==> src/rtl/pc_unit_pkg.sv <==
// pc_unit_pkg: shared CPU constants, branch encodings and commit-state type
package pc_unit_pkg;

    typedef enum logic [1:0] {
        BR_BEQ = 2'b00,
        BR_BNE = 2'b01,
        BR_BLE = 2'b10,
        BR_BGT = 2'b11
    } branchOp_t;

    typedef enum logic [1:0] {
        IDLE   = 2'b00,
        LOADED = 2'b01
    } commitState_t;

    localparam logic [31:0] RESET_PC_DEFAULT  = 32'h0000_0000;
    localparam logic [31:0] EPC_RESET_DEFAULT = 32'h0000_0000;

endpackage

==> src/rtl/pc_unit_branch_cond_eval.sv <==
// branch_cond_eval: combinational branch condition from branch_op and ALU flags
module branch_cond_eval
    import pc_unit_pkg::*;
(
    input  logic [1:0] branchOp,
    input  logic       aluZero,
    input  logic       aluLt,
    input  logic       aluGt,
    output logic       take
);

    // select the flag combination the current branch kind tests
    always_comb begin
        take = branchOp == BR_BEQ ? aluZero :
               branchOp == BR_BNE ? !aluZero :
               branchOp == BR_BLE ? (aluLt | aluZero) : aluGt;
    end

endmodule

==> src/rtl/pc_unit.sv <==
// pc_unit: architectural PC/EPC registers with gated commit, misalign fault and load counter
module pc_unit
    import pc_unit_pkg::*;
#(
    parameter int                 WIDTH     = 32,
    parameter logic [WIDTH-1:0]   RESET_PC  = WIDTH'(RESET_PC_DEFAULT),
    parameter logic [WIDTH-1:0]   EPC_RESET = WIDTH'(EPC_RESET_DEFAULT)
) (
    input  logic             clk,
    input  logic             reset,
    input  logic [WIDTH-1:0] pc_next,
    input  logic             pc_write,
    input  logic             pc_write_cond,
    input  logic [1:0]       branch_op,
    input  logic             alu_zero,
    input  logic             alu_lt,
    input  logic             alu_gt,
    input  logic             epc_write,
    input  logic [WIDTH-1:0] epc_in,
    input  logic             fault_clear,
    output logic [WIDTH-1:0] pc,
    output logic [WIDTH-1:0] epc,
    output logic             pc_loaded,
    output logic             misalign_fault,
    output logic [WIDTH-1:0] update_count
);

    logic         take;
    logic         req;
    logic         commit;
    logic         reject;
    commitState_t stateQ;
    commitState_t stateD;

    branch_cond_eval uBranchCond (
        .branchOp (branch_op),
        .aluZero  (alu_zero),
        .aluLt    (alu_lt),
        .aluGt    (alu_gt),
        .take     (take)
    );

    // a request commits only to a word-aligned target; otherwise it is rejected
    always_comb begin
        req    = pc_write | (pc_write_cond & take);
        commit = req & (pc_next[1:0] == 2'b00);
        reject = req & (pc_next[1:0] != 2'b00);
    end

    // commit tracker: LOADED for exactly the cycles following a commit
    always_comb begin
        stateD    = commit ? LOADED : IDLE;
        pc_loaded = stateQ == LOADED;
    end

    // commit-tracker state register
    always_ff @(posedge clk) begin
        if (reset) stateQ <= IDLE;
        else stateQ <= stateD;
    end

    // PC, EPC, sticky fault (set beats clear) and wrapping commit counter
    always_ff @(posedge clk) begin
        if (reset) begin
            pc             <= RESET_PC;
            epc            <= EPC_RESET;
            misalign_fault <= 1'b0;
            update_count   <= '0;
        end else begin
            if (commit) pc <= pc_next;
            if (epc_write) epc <= epc_in;
            misalign_fault <= reject | (misalign_fault & !fault_clear);
            if (commit) update_count <= update_count + 1'b1;
        end
    end

endmodule

==> config.mk <==
export PLATFORM = sky130hd
export DESIGN_NAME = pc_unit
export DESIGN_NICKNAME = d
export VERILOG_FILES = /design/src/rtl/pc_unit_pkg.sv /design/src/rtl/pc_unit_branch_cond_eval.sv /design/src/rtl/pc_unit.sv
export SDC_FILE = /design/constraint.sdc
export NUM_CORES = 1
export LEC_CHECK = 0
export CORE_UTILIZATION = 44
export DETAILED_ROUTE_END_ITERATION = 8
export DONT_BUFFER_PORTS = 1
export MAX_ROUTING_LAYER = met4
export PLACE_DENSITY = 0.67
export SLEW_MARGIN = 20
export SYNTH_ARGS = -nofsm -noshare
export SYNTH_HDL_FRONTEND = slang
export SYNTH_SLANG_ARGS = --single-unit
==> constraint.sdc <==
create_clock -name clk -period 1.65 [get_ports clk]
set_input_delay 0.33 -clock clk [delete_from_list [all_inputs] [get_ports clk]]
set_output_delay 0.33 -clock clk [all_outputs]
set_load 0.005 [all_outputs]
## After elaboration in Yosys (flattened, before gate mapping)

Index checks and enable logic that the tools add are counted.

| word-level totals | value |
|---|---|
| input bits | 75 |
| register bits after elaboration | 99 |
| word-level logic and storage cells | 25 |
| output and inout port bits | 98 |

| cells by class | value |
|---|---|
| reduce and logical (&&, ||, !) cells | 5 |
| bitwise operators | 7 |
| eq/ne operators | 3 |
| $add $sub $neg | 1 |
| multiplexer cells | 4 |

Operator list:

| cell | count |
|---|---|
| 32-bit by 1-bit adder with 32-bit output, second input constant | 1 |
| 1-bit bitwise AND | 4 |
| 2-bit by 1-bit equality test with 1-bit output, second input constant | 2 |
| 2-bit zero test | 2 |
| 1-bit 2-to-1 mux | 4 |
| 1-bit bitwise OR | 3 |
| 2-bit equality test, second input constant | 1 |
| 1-bit zero test | 2 |
| 2-bit nonzero test | 1 |

## Logic depth before layout (Yosys ltp)

Gate-level depths: netlist of the first run.

| depth | value |
|---|---|
| depth after elaboration | 8 |
| mapped depth | 6 |
| gate-level depth less buffers | 5 |

## Hierarchy

From an unflattened synthesis of the first run, not the netlist that was laid out.

| second synthesis, totals | value |
|---|---|
| cell total of the unflattened synthesis | 437 |
| area total of the unflattened synthesis | 3844.9 sq um |

Modules (own cells, without submodules):

| module | sequential area each (sq um) | area an instance (sq um) | cells an instance | times used |
|---|---|---|---|---|
| pc_unit | 1961.9 | 3808.7 | 433 | 1 |
| branch_cond_eval | 0.0 | 36.3 | 4 | 1 |

## Worst setup path after synthesis of the first run

OpenSTA, ideal clock, no wires.

| timing path | value |
|---|---|
| path kind | reg2reg |
| from | reg update_count[0] |
| to | reg update_count[30] |
| setup time | 121 ps |
| data required time | 1529 ps |
| data arrival time | 1648 ps |
| cell stages (with the launch flop) | 7 |
| period minus slack after synthesis | 1769 ps |
| slack | -119 ps |
| buffers on the path | 1 |
| path through | dfxtp_1 ha_1 and4bb_2 o31ai_4 buf_6 nor4_2 mux2_2 |

| on the way | value |
|---|---|
| longest elaborated chain between the ends | 1 |

Ends and longest elaborated chain:

| element | RTL line | source |
|---|---|---|
| start: declaration | pc_unit.sv:25 | `output logic [WIDTH-1:0] update_count` |
| start signal: assignment | pc_unit.sv:73 | `if (commit) update_count <= update_count + 1'b1;` |
| 32-bit by 1-bit adder with 32-bit output | pc_unit.sv:73 |  |

Every way passes these cells.
A chain may end at the register's enable or synchronous reset.

## Worst setup path after layout of the first run

| timing path | value |
|---|---|
| from | reg update_count[9] |
| to | reg update_count[27] |

The elaborated chain is that of the path after synthesis.

==> impl_metrics.csv, run 1 <==
group,metric,value,unit
worst_setup_path,worstSetupStartpointType,"register",
sta,drv_slew,0,
synth,synth_top_cells_by_area,"sky130_fd_sc_hd__dfxtp_1 43%, sky130_fd_sc_hd__mux2i_1 14%, sky130_fd_sc_hd__nand2b_1 8.8%, sky130_fd_sc_hd__nor2_1 4.5%, sky130_fd_sc_hd__mux2_2 3.2%",
worst_setup_path,critical_path.max_fanout,4,
placed_design,numPlacedInstances,607,
cts,clock_sinks,98,
synth,yosysUniqueCellTypes,39,
cells_and_area,n_antenna_cell,0,
route,route.antenna.remaining_nets,0,
run_status,outcome,"complete, but fails checks",
global_routing,grt_use_met3,5.853,%
cts,clockRootBuffer,"sky130_fd_sc_hd__clkbuf_8",
power_and_ir_drop,power.ir.vdd_worst,0.0004961,V
sta,setup_viol_count_final,23,
synth,synth_area,0.004546,mm2
sta,fmaxAchievable,0.5725,GHz
cells_and_area,fin_area,0.005633,mm2
global_routing,grt_usage,20.35,%
die,io-pin-count,173,
route,post_drt_wl_per_cell,17.44,um
placed_design,place.detailed.hpwl,6994,um
global_routing,global_route.usage.met1,23.66,%
cells_and_area,area_growth_syn_to_layout,23.92,%
sta,hold_violations,0,
route,drt_first_iter_violations,218,
power_and_ir_drop,power_switching,0.001097,W
cells_and_area,fraction_of_layout_cells_with_a_size_suffix_above_1,30.36,%
global_routing,grt-busiest-layer,"met2",
die,dieWidth,103.6,um
sta,final_period_minus_worst_setup_slack,1.747,ns
run_status,violations,"negative setup slack",
worst_setup_path,critical_path_required,1.91,ns
placed_design,buffer_ports.inserted,0,
global_routing,maximum_number_of_pins_on_one_net_before_global_route_repair,151,
synth,synth_area_per_cell,9.797,um2
synth,synth-main-ff-cell,"sky130_fd_sc_hd__dfxtp_1",
sta,fin_crit_sh,105.9,%
die,die-area,0.01074,mm2
route,route.vias.total,3561,
synth,yosysWarnings,0,
cts,tritoncts_clock_tree,"yes",
sta,worst_slew_pin_slew,0.6188,ns
worst_setup_path,arrival_time_at_the_worst_endpoint,2.00,ns
global_routing,grt_antenna_before_repair,0,
route,vias_per_cell,5.590,
sta,rsz0062_at_grt,"yes",
cells_and_area,finish.net_count,575,
global_routing,number_of_global_route_vias_before_repair,3474,
die,num_rows,36,
route,route.detailed.drc,0,
cts,clock_path_buffers,2,
sta,maxSlewHeadroom,58.75,%
die,core,0.009910,mm2
power_and_ir_drop,power_density,773.2,mW/mm2
synth,synth.yosys.seq_area_share,43.16,%
power_and_ir_drop,static_leakage,2.175,nW
sta,clock_skew,0.009105,ns
synth,yosys.cell_count.top_type,"sky130_fd_sc_hd__dfxtp_1",
die,die_height,103.6,um
sta,setup_total_negative_slack,-1.224,ns
route,drt-pass1-iter-count,4,
cts,total_clock_buffers_created_by_cts,9,
sta,post-route-worst-setup-slack,-0.09671,ns
global_routing,grt_pass1_wl,17030,um
cts,cts.clk_slew.worst_paths,0.10,ns
job,maxCapViolations,0,
cts,htreeDepth,3,
synth,synth.net_count,540,
die,initial_standard_cell_utilization_of_the_core,45.87,%
power_and_ir_drop,clock_power_share,36.0,%
synth,async_flop_share,0,%
synth,synth_enable_flop_cells,0,
global_routing,overflow,0,
synth,synth_commonest_cells,"98 x sky130_fd_sc_hd__dfxtp_1, 64 x sky130_fd_sc_hd__nand2b_1, 63 x sky130_fd_sc_hd__mux2i_1, 55 x sky130_fd_sc_hd__nor2_1, 22 x sky130_fd_sc_hd__nor2b_1",
synth,synth_cells,464,
synth,synth_largest_area_cell,"sky130_fd_sc_hd__dfxtp_1",
power_and_ir_drop,pwr-share-seq,57.7,%
synth,synthDominantCellAreaShare,43.16,%
power_and_ir_drop,netSwitchingFraction,25.18,%
cts,source_to_sink_clock_delay_at_the_later_pin_of_the_worst_skew_pair,0.36,ns
power_and_ir_drop,comb_pwr_share,6.3,%
cts,holdBufCountCts,0,
worst_hold_path,min-delay-path-class,"in2reg",
route,postRouteWirelength,11110,um
worst_setup_path,crit_path_end_kind,"register",
power_and_ir_drop,power.internal,0.003259,W
placed_design,placedInstanceArea,0.004969,mm2
synth,ys_seq_elements,98,
global_routing,grt_use_met2,33.70,%
cells_and_area,finalNonFillerCells,637,
worst_setup_path,criticalPathCategory,"reg2reg",
placed_design,gp_congestion,0.7548,
critical path, stage by stage (launching register included):
cell and delay (ns):
sky130_fd_sc_hd__dfxtp_2 0.34, sky130_fd_sc_hd__and4_4 0.25, sky130_fd_sc_hd__nand4_4 0.20, sky130_fd_sc_hd__clkbuf_16 0.23, sky130_fd_sc_hd__nor4_2 0.26, sky130_fd_sc_hd__mux2_2 0.36
path summary, 6_finish.rpt:
check,slack [ns],cells after the start,endpoint,start
hold reg to reg,0.50,2,pc[26]$_SDFFE_PP0P_,pc[26]$_SDFFE_PP0P_
setup reg to reg,-0.1,5,update_count[27]$_SDFFE_PP0P_,update_count[9]$_SDFFE_PP0P_
hold / removal,0.06,1,update_count[3]$_SDFFE_PP0P_,reset
setup / recovery,-0.1,5,update_count[27]$_SDFFE_PP0P_,update_count[9]$_SDFFE_PP0P_
power groups by stage:
stage / logic (W) / clock network (W) / registers, W
3_3_place_gp: 0.000251 / 0 / 0.00257
5_1_grt: 0.000306 / 0.00172 / 0.00252
4_1_cts: 0.000273 / 0.00161 / 0.00251
2_1_floorplan: 0.000270 / 0 / 0.00255
6_report: 0.000275 / 0.00157 / 0.00251
3_5_place_dp: 0.000262 / 0 / 0.00257
layout by cell type (no fill, tap or decap), drive strengths merged, types with 9 or more instances in the layout:
cell	instances
buf	55
nand2b	64
nor2	55
o31ai	12
dfxtp	98
mux2	21
clkbuf	14
nor4	17
or4	9
nand4	11
mux2i	63
a21oi	12
nor2b	22
cells by family after synthesis:
group                    Yosys count  synth area share [%]
flip-flops                        98                 43.16
adder cells (fa/ha/maj)            1                0.2752
buffers and inverters             40                 4.597
AO/OA/AOI/OAI                     29                 4.459
multiplexers                      84                 19.08
AND/OR/NAND/NOR                  212                 28.43
through the flow:
| stage | util [%] | setup WS [ns] | hold WS, ns | power [W] |
|---|---|---|---|---|
| finish | 56.84 | -0.09671 | 0.06139 | 0.004356 |
| global route | 56.84 | -0.1413 | 0.01555 | 0.004548 |
| CTS | 54.33 | -0.09337 | 0.008098 | 0.004402 |
| detailed placement | 50.14 | -0.3406 | 0.4119 | 0.002829 |
| global placement | 50.14 | -0.3558 | 0.4139 | 0.002816 |
| floorplan | - | -0.04792 | 0.4650 | 0.002820 |
sequential cells by signal (all words and copies together), names as in the netlist:
name,cells
stateQ,1
pc,32
misalign_fault,1
update_count,32
epc,32
area by class of cell:
cell class,instances,area [um2]
Clock buffer,10,148.9
Fill cell,858,4277
Inverter,3,11.26
Timing Repair Buffer,59,578.1
Tap cell,133,166.4
Sequential cell,98,1986
Clock inverter,6,51.30
Multi-Input combinational cell,328,2691
repair_timing:
action | in CTS | in global routing
endpoints found under the setup margin | 25 | 27
pin swaps | 12 | 12
buffers inserted | 2 | 6
resized for setup | 27 | 37
cloned | 4 | 2
layer usage:
metal	wire [um]	vias to the layer above
met2	5446	147
met3	900	15
met5	0	-
met1	4620	1715
met4	142	0
li1	-	1684
No activity file was read; power rests on OpenSTA's default activity.
==> inputs of run 2 (changes only) <==
Settings changed: SLEW_MARGIN 20 to 0.
==> results of run 2 <==
No change in the layout: final DEF, timing and power equal those of run 1.
